File: config.mk
export PLATFORM = sky130hd
export DESIGN_NAME = pipeline_hazard_ctrl
export DESIGN_NICKNAME = d
export VERILOG_FILES = /design/src/rtl/pipeline_hazard_ctrl.sv
export SDC_FILE = /design/constraint.sdc
export NUM_CORES = 1
export LEC_CHECK = 0
export ABC_AREA = 1
export CORE_UTILIZATION = 47
export DETAILED_ROUTE_END_ITERATION = 6
export PLACE_DENSITY = 0.84
export SLEW_MARGIN = 20
export SYNTH_ARGS = -nofsm -noshare
export SYNTH_HDL_FRONTEND = slang
export SYNTH_SLANG_ARGS = --single-unit
File: constraint.sdc
create_clock -name clk -period 5.65 [get_ports clk]
set_clock_uncertainty 0.1 [all_clocks]
set_input_delay 0.565 -clock clk [delete_from_list [all_inputs] [get_ports clk]]
set_output_delay 0.565 -clock clk [all_outputs]
set_load 0.1 [all_outputs]
File: src/rtl/pipeline_hazard_ctrl.sv
`default_nettype none
// ============================================================================
//  Module      : pipeline_hazard_ctrl
//  Description : Stall / flush / PC-select controller for a 5-stage pipeline.
//                Resolves data-memory wait states, EX-stage taken branches,
//                load-use hazards, ID-stage jumps and instruction-fetch wait
//                states. Includes a memory watchdog with a sticky error and
//                free-running stall / flush statistics counters.
//  Revision    : 1.0 - initial release
// ============================================================================
module pipeline_hazard_ctrl #(
  parameter int TIMEOUT = 256,
  parameter int CNT_W   = 32
) (
  input  logic             clk,
  input  logic             reset,
  input  logic [4:0]       id_rs,
  input  logic [4:0]       id_rt,
  input  logic             id_uses_rs,
  input  logic             id_uses_rt,
  input  logic             id_jump,
  input  logic             ex_mem_read,
  input  logic [4:0]       ex_rd,
  input  logic             ex_branch_taken,
  input  logic             imem_ready,
  input  logic             mem_req,
  input  logic             dmem_ready,
  output logic             pc_stall,
  output logic             ifid_stall,
  output logic             ifid_flush,
  output logic             idex_stall,
  output logic             idex_flush,
  output logic             exmem_stall,
  output logic [1:0]       pc_sel,
  output logic             mem_timeout,
  output logic [CNT_W-1:0] stall_cnt,
  output logic [CNT_W-1:0] flush_cnt
);

  // Wait counter only needs to reach TIMEOUT.
  localparam int                  c_WAIT_W    = $clog2(TIMEOUT + 1);
  localparam logic [c_WAIT_W-1:0] c_TIMEOUT_V = c_WAIT_W'(TIMEOUT);
  localparam logic [c_WAIT_W-1:0] c_WAIT_ONE  = c_WAIT_W'(1);
  localparam logic [CNT_W-1:0]    c_CNT_ONE   = CNT_W'(1);

  localparam logic [1:0] c_SEL_PC4    = 2'd0;
  localparam logic [1:0] c_SEL_BRANCH = 2'd1;
  localparam logic [1:0] c_SEL_JUMP   = 2'd2;

  typedef enum logic [1:0] {
    ST_RUN   = 2'd0,
    ST_DWAIT = 2'd1,
    ST_IWAIT = 2'd2,
    ST_ERR   = 2'd3
  } state_t;

  state_t              r_state;
  state_t              w_next_state;
  logic [c_WAIT_W-1:0] r_wait_cnt;
  logic [c_WAIT_W-1:0] w_wait_inc;
  logic                w_waiting;
  logic                r_mem_timeout;
  logic [CNT_W-1:0]    r_stall_cnt;
  logic [CNT_W-1:0]    r_flush_cnt;

  logic                w_load_use;
  logic                w_dfreeze;
  logic                w_redirect;

  // Results of the normal-flow rules (branch, load-use, jump, fetch miss).
  logic                w_rn_pc_stall;
  logic                w_rn_ifid_stall;
  logic                w_rn_ifid_flush;
  logic                w_rn_idex_flush;
  logic [1:0]          w_rn_pc_sel;
  logic                w_rn_fetch_miss;

  // Final (ungated) control values.
  logic                w_pc_stall;
  logic                w_ifid_stall;
  logic                w_ifid_flush;
  logic                w_idex_stall;
  logic                w_idex_flush;
  logic                w_exmem_stall;
  logic [1:0]          w_pc_sel;

  // A load in EX writing a register (not $0) that the ID instruction reads.
  assign w_load_use = ex_mem_read && (ex_rd != 5'd0) &&
                      ((id_uses_rs && (id_rs == ex_rd)) ||
                       (id_uses_rt && (id_rt == ex_rd)));

  // Data access outstanding: the whole front of the pipe must freeze.
  assign w_dfreeze  = mem_req && !dmem_ready;

  // A redirect that actually takes effect; a jump blocked by a load-use
  // stall is not applied this cycle.
  assign w_redirect = ex_branch_taken || (id_jump && !w_load_use);

  // Normal-flow priority: branch (oldest) > load-use > jump > fetch miss.
  always_comb begin
    w_rn_pc_stall   = 1'b0;
    w_rn_ifid_stall = 1'b0;
    w_rn_ifid_flush = 1'b0;
    w_rn_idex_flush = 1'b0;
    w_rn_pc_sel     = c_SEL_PC4;
    w_rn_fetch_miss = 1'b0;
    if (ex_branch_taken) begin
      w_rn_ifid_flush = 1'b1;
      w_rn_idex_flush = 1'b1;
      w_rn_pc_sel     = c_SEL_BRANCH;
    end else if (w_load_use) begin
      w_rn_pc_stall   = 1'b1;
      w_rn_ifid_stall = 1'b1;
      w_rn_idex_flush = 1'b1;
    end else if (id_jump) begin
      w_rn_ifid_flush = 1'b1;
      w_rn_pc_sel     = c_SEL_JUMP;
    end else if (!imem_ready) begin
      w_rn_pc_stall   = 1'b1;
      w_rn_ifid_flush = 1'b1;
      w_rn_fetch_miss = 1'b1;
    end
  end

  // State-dependent selection of the controls and the next state.
  always_comb begin
    w_pc_stall    = 1'b0;
    w_ifid_stall  = 1'b0;
    w_ifid_flush  = 1'b0;
    w_idex_stall  = 1'b0;
    w_idex_flush  = 1'b0;
    w_exmem_stall = 1'b0;
    w_pc_sel      = c_SEL_PC4;
    w_next_state  = r_state;
    case (r_state)
      ST_RUN: begin
        if (w_dfreeze) begin
          w_pc_stall    = 1'b1;
          w_ifid_stall  = 1'b1;
          w_idex_stall  = 1'b1;
          w_exmem_stall = 1'b1;
          w_next_state  = ST_DWAIT;
        end else begin
          w_pc_stall   = w_rn_pc_stall;
          w_ifid_stall = w_rn_ifid_stall;
          w_ifid_flush = w_rn_ifid_flush;
          w_idex_flush = w_rn_idex_flush;
          w_pc_sel     = w_rn_pc_sel;
          w_next_state = w_rn_fetch_miss ? ST_IWAIT : ST_RUN;
        end
      end
      ST_DWAIT: begin
        if (!dmem_ready) begin
          w_pc_stall    = 1'b1;
          w_ifid_stall  = 1'b1;
          w_idex_stall  = 1'b1;
          w_exmem_stall = 1'b1;
        end else begin
          w_pc_stall   = w_rn_pc_stall;
          w_ifid_stall = w_rn_ifid_stall;
          w_ifid_flush = w_rn_ifid_flush;
          w_idex_flush = w_rn_idex_flush;
          w_pc_sel     = w_rn_pc_sel;
          w_next_state = ST_RUN;
        end
      end
      ST_IWAIT: begin
        if (w_dfreeze) begin
          w_pc_stall    = 1'b1;
          w_ifid_stall  = 1'b1;
          w_idex_stall  = 1'b1;
          w_exmem_stall = 1'b1;
          w_next_state  = ST_DWAIT;
        end else begin
          w_pc_stall   = w_rn_pc_stall;
          w_ifid_stall = w_rn_ifid_stall;
          w_ifid_flush = w_rn_ifid_flush;
          w_idex_flush = w_rn_idex_flush;
          w_pc_sel     = w_rn_pc_sel;
          // A redirect restarts fetch at the target, abandoning the miss.
          w_next_state = (!imem_ready && !w_redirect) ? ST_IWAIT : ST_RUN;
        end
      end
      ST_ERR: begin
        w_pc_stall    = 1'b1;
        w_ifid_stall  = 1'b1;
        w_idex_stall  = 1'b1;
        w_exmem_stall = 1'b1;
      end
      default: begin
        w_next_state = ST_RUN;
      end
    endcase
  end

  // Still waiting on the same memory next cycle -> watchdog keeps counting.
  assign w_waiting  = ((r_state == ST_DWAIT) || (r_state == ST_IWAIT)) &&
                      (w_next_state == r_state);
  assign w_wait_inc = r_wait_cnt + c_WAIT_ONE;

  // State register and memory watchdog; the error state is sticky.
  always_ff @(posedge clk or posedge reset) begin
    if (reset) begin
      r_state       <= ST_RUN;
      r_wait_cnt    <= '0;
      r_mem_timeout <= 1'b0;
    end else if (w_waiting) begin
      r_wait_cnt <= w_wait_inc;
      if (w_wait_inc == c_TIMEOUT_V) begin
        r_state       <= ST_ERR;
        r_mem_timeout <= 1'b1;
      end else begin
        r_state <= w_next_state;
      end
    end else begin
      r_state    <= w_next_state;
      r_wait_cnt <= '0;
    end
  end

  // Controls are forced quiet for the whole time reset is held.
  assign pc_stall    = !reset && w_pc_stall;
  assign ifid_stall  = !reset && w_ifid_stall;
  assign ifid_flush  = !reset && w_ifid_flush;
  assign idex_stall  = !reset && w_idex_stall;
  assign idex_flush  = !reset && w_idex_flush;
  assign exmem_stall = !reset && w_exmem_stall;
  assign pc_sel      = reset ? c_SEL_PC4 : w_pc_sel;

  // Statistics: count stall and flush cycles, wrapping naturally.
  always_ff @(posedge clk or posedge reset) begin
    if (reset) begin
      r_stall_cnt <= '0;
      r_flush_cnt <= '0;
    end else begin
      if (pc_stall) begin
        r_stall_cnt <= r_stall_cnt + c_CNT_ONE;
      end
      if (ifid_flush) begin
        r_flush_cnt <= r_flush_cnt + c_CNT_ONE;
      end
    end
  end

  assign mem_timeout = r_mem_timeout;
  assign stall_cnt   = r_stall_cnt;
  assign flush_cnt   = r_flush_cnt;

endmodule
`default_nettype wire

======== After elaboration in Yosys (flattened, before gate mapping) ========
Index checks and enable logic that the tools add are counted.
storage, ports and cells
  memories ................................ 0
  output and inout bits ................... 73
  latch bits .............................. 0
  bits in registers ....................... 76
  memory bits (read-only) ................. 0
  bits of input ports ..................... 25
  RAM bits ................................ 0
  logic and storage cells ................. 83
operators by class
  reductions and logical operators ........ 25
  order comparisons ....................... 0
  add/subtract/negate cells ............... 3
  eq/ne operators ......................... 7
  div/mod/pow operators ................... 0
  multiply operators ...................... 0
  shift-type cells ........................ 0
  multiplexer cells ....................... 43
  bitwise logic cells ..................... 0
operators with widths
  operator                                                               count
  32-bit by 1-bit adder with 32-bit output, second input constant        2
  2-bit two-way mux                                                      13
  1-bit two-way mux                                                      22
  1-bit logical AND                                                      13
  5-bit equality test                                                    2
  9-bit by 1-bit adder with 9-bit output, second input constant          1
  9-bit equality test, second input constant                             1
  9-bit two-way mux                                                      1
  1-bit case mux with 3 select lines                                     3
  2-bit case mux with 3 select lines                                     1
  1-bit zero test                                                        5
  5-bit nonzero test                                                     1
  2-bit equality test, second input constant                             2
  1-bit case mux with 2 select lines                                     2
  2-bit case mux with 2 select lines                                     1
  1-bit logical OR                                                       3
  2-bit by 1-bit equality test with 1-bit output, second input constant  1
  2-bit equality test                                                    1
  2-bit zero test                                                        1
  2-bit AND reduction                                                    1
  2-bit OR reduction                                                     1

======== Longest topological paths before layout ========
  depth after elaboration ................. 15
  gate-level depth with buffers ........... 16
  gate-level depth less buffers ........... 16

======== Worst setup path after synthesis ========
Ideal clock, no wire load.
  path kind ............................... input-to-output
  start point ............................. input reset
  end point ............................... output pc_sel[1]
  data required time ...................... 4.985 ns
  data arrival time ....................... 4.615 ns
  stages .................................. 3
  path buffers ............................ 0
  setup slack ............................. 0.370 ns
  cell sequence ........................... inv_1 -> nand3_2 -> nor3_1
between the ends
  cells in the longest elaborated chain, start to end .. 1
RTL lines
  what               line  source
  from (decl)        16    input logic reset,
  2-bit two-way mux  228   assign pc_sel = reset ? c_SEL_PC4 : w_pc_sel;
  to (decl)          34    output logic [1:0] pc_sel,
Every way passes these cells.

======== Worst setup path after layout ========
  start point ............................. input ex_rd[4]
  end point ............................... output ifid_stall
between the ends
  cells in the longest elaborated chain, start to end .. 9
  elaborated cells between the ends (all ways) .. 14
  classes of those cells .................. eq/ne (2); mux (5); reduce/logical (7)
RTL lines
  what                                           line           source
  from (decl)                                    23             input logic [4:0] ex_rd,
  5-bit equality test, on equally long branches  89, 90
  1-bit logical AND, on equally long branches    89, 90
  1-bit logical OR                               89             ((id_uses_rs && (id_rs == ex_rd)) ||
  1-bit logical AND *                            88             assign w_load_use = ex_mem_read && (ex_rd != 5'd0) &&
  1-bit two-way mux *                            111            end else if (w_load_use) begin
  1-bit two-way mux *                            107            if (ex_branch_taken) begin
  1-bit two-way mux, on equally long branches    137, 168, 153
  1-bit case mux with 3 select lines *           135            case (r_state)
  1-bit logical AND *                            223            assign ifid_stall = !reset && w_ifid_stall;
  to (decl)                                      29             output logic ifid_stall,
Every way passes the cells marked *; elsewhere a longest branch is shown, timed or not.

==> summary.txt <==
outcome -> completed
Syn. warnings -> 0
Clk network pwr share -> 0.209
CP max stage cell -> clkdlybuf4s50_1
Reg power frac -> 0.307
LEAKAGE -> 0.00293 uW
crit-path cells -> clkdlybuf4s50_1, inv_2, nand2_1, nand2_1, nor2_1, nand3_1, nand2_1, nand3_2, inv_2, o21bai_2, a21oi_1, clkdlybuf4s50_1
ys async rst share -> 1.00
# DRC -> 0
CP dominant cell by count -> nand2_1
via count -> 4,692
CTS H-tree lvls -> 3
layout cells sized above 1 -> 0.0736
total gr overflow -> 0
Synth Cell Area -> 0.00497 mm^2
Initial Util -> 0.484
largest net degree at the start of global routing -> 75
CTS Buffer Depth -> 2
Fin. Hold Viols -> 0
Post-DP HPWL -> 8.96 mm
Required @ worst endpoint -> 4.99 ns
EDFF count, synth -> 0
total track usage -> 0.232
CP max FO -> 4
DR WL/cell -> 13.4 um
sequential share of the synthesized area -> 0.382
Yosys reg bits -> 76
router iterations before antenna repair -> 5
worst-margin pin slew -> 1.01 ns
vias in the first global route -> 4,410
fin crit share -> 0.675
Post CTS Setup Buffer Count -> 0
Syn-to-layout area delta -> 26.0%
Sink Count -> 76
RSZ-0062 raised after global routing -> no
I/O pin cnt -> 98
Worst Path Buf+Inv -> 4
critical path type -> primary input to output pin
Sw Ratio -> 0.503
CP endpoint kind -> output pin
Finished Cell Area -> 0.00627 mm^2
critical path arrival -> 3.15 ns
post-cts resize count -> 0
peak supply drop -> 0.485 mV
Comb power frac -> 0.484
CTS Root Cell -> clkbuf_8
drt total wl -> 12.2 mm
Psw -> 1160 uW
latest clock arrival within the worst-skew pair -> 0.35 ns
Slew Limit Fails -> 0
antenna-violating nets left -> 0
chip width -> 105 um
clock slew at reported path FFs -> 0.08 ns
Max Cap Viol -> 0
Syn Area/Cell -> 7.41 um^2
Die ar. -> 0.0110 mm^2
Rows -> 37
placed cell area -> 0.00603 mm^2
die height -> 105 um
Crit path max-delay family -> buffers and inverters
Hold Path Class -> primary input to asynchronous set/reset pin
synth unique cells -> 35
Core Region -> 0.0103 mm^2
PD cells -> 367 mW/mm^2
clock buffer count from CTS -> 9
number of diodes -> 0
DR iter-0 viols -> 238
Critical Path Start Type -> primary input
Synth area leader -> dfrtp_1
routability-driven placement congestion ratio -> 0.939
setup TNS -> 0 ns
Max Freq -> 262 MHz
global-route wire length before repair -> 20.7 mm
CP peak stage delay -> 1.17 ns
vias per inst -> 5.16
antenna violations before repair -> 0
synth top area cells -> dfrtp_1 38%, nand2_1 17%, xor2_1 9.2%, nand3_1 5.1%, nor2_1 5.0%
final number of setup-violating endpoints -> 0
IO buf count -> 97
CTS tree -> yes
total nets after synthesis -> 703
Yosys top cell area share -> 0.382
normalized max-slew margin -> 0.328
post-cts hold buffer count -> 0
Synth Instances -> 671
top_reg_cell synth -> dfrtp_1
NumNets Final -> 801
Period minus WS final -> 3.81 ns
Int Power -> 1140 uW
-- per-stage QoR --
| step | utilization | hold WS (ns) | power (uW) | setup WS [ns] | cells |
|---|---|---|---|---|---|
| CTS | 0.610 | 0.334 | 2310 | 1.80 | 910 |
| global placement | 0.587 | 0.350 | 1820 | 1.81 | 894 |
| global route | 0.610 | 0.330 | 2410 | 1.67 | 910 |
| finish | 0.610 | 0.342 | 2300 | 1.84 | 910 |
| detailed placement | 0.587 | 0.350 | 1830 | 1.82 | 894 |
| floorplan | - | 0.333 | 1590 | 0.370 | 671 |
-- cells by family (layout without fill, tap and decap cells) --
kind of cell,count (synthesis),count (layout),share of synthesized area
and+or+nand+nor,416,416,0.377
adders and majority gates,7,7,0.0176
DFF,76,76,0.382
buffers and inverters,82,185,0.0725
AOI/OAI and AO/OA,22,22,0.0304
xor gates and xnor gates,68,68,0.120
-- registers in the layout (all words and copies together), names as in the netlist --
name	count
r_state	2
flush_cnt	32
r_wait_cnt	9
mem_timeout	1
stall_cnt	32
-- final timing paths --
kind	slack (ns)	startpoint	endpoint	cells after the start
worst max-delay path	1.84	ex_rd[4]	ifid_stall	12
min in group clk	0.36	r_wait_cnt[0]	r_wait_cnt[0]	1
max in group asynchronous	3.99	reset	stall_cnt[27]	3
worst max register to register	2.82	r_state[1]	flush_cnt[10]	11
worst min register to register	0.36	r_wait_cnt[0]	r_wait_cnt[0]	1
worst min-delay path	0.34	reset	r_state[1]	2
-- power groups by stage --
| stage | Combinational (uW) | Clock (uW) | Sequential (uW) |
|---|---|---|---|
| finish | 1110 | 481 | 706 |
| floorplan | 426 | 0 | 1160 |
| global placement | 1100 | 0 | 718 |
| CTS | 1120 | 492 | 707 |
| detailed placement | 1110 | 0 | 717 |
| global route | 1170 | 514 | 721 |
-- synthesized netlist by cell type, types with 4 or more instances --
cell     count
nor3_1      21
nand4_1     18
nor3_2       9
nor2_2       4
inv_2        7
o21ai_0      9
dfrtp_1     76
xnor2_1     16
a21oi_1      4
buf_4        7
xor2_1      52
nand3_1     51
inv_1       62
nand2_1    219
nor2_1      66
nor4_1      13
ha_1         7
-- cell type report --
class | count | area, um^2
Sequential cell | 76 | 1900
Inverter | 69 | 260
Multi-Input combinational cell | 513 | 2710
Timing Repair Buffer | 100 | 988
Tap cell | 136 | 170
Fill cell | 908 | 4010
Clock inverter | 4 | 70.1
Clock buffer | 12 | 165
-- worst register-to-register path, stage by stage, from the launching register on --
cell	delay, ns
dfrtp_1	0.46
inv_1	0.13
ha_1	0.19
nand2_1	0.12
nand2_1	0.10
nand3_2	0.11
a31oi_1	0.16
nand2_1	0.37
inv_2	0.50
nand2_1	0.18
nor3_2	0.16
xor2_1	0.16
-- per-layer routing --
| layer | vias up | GRT usage | share of wire |
|---|---|---|---|
| met5 | - | 0 | 0 |
| met3 | 22 | 0.0530 | 0.058 |
| met4 | 0 | 0.0704 | 0.018 |
| met1 | 2178 | 0.293 | 0.44 |
| met2 | 142 | 0.395 | 0.48 |
| li1 | 2350 | - | - |
-- cells in the final DEF, fill, tap and decap left out, drive strengths merged, types with 13 or more instances in the layout --
cell type        n
nand4           19
nor3            31
nor2            71
clkdlybuf4s50   95
xor2            52
inv             68
dfrtp           76
nand2          223
xnor2           16
nand3           54
nor4            13
Note: power is estimated with default switching activity, not from simulation.
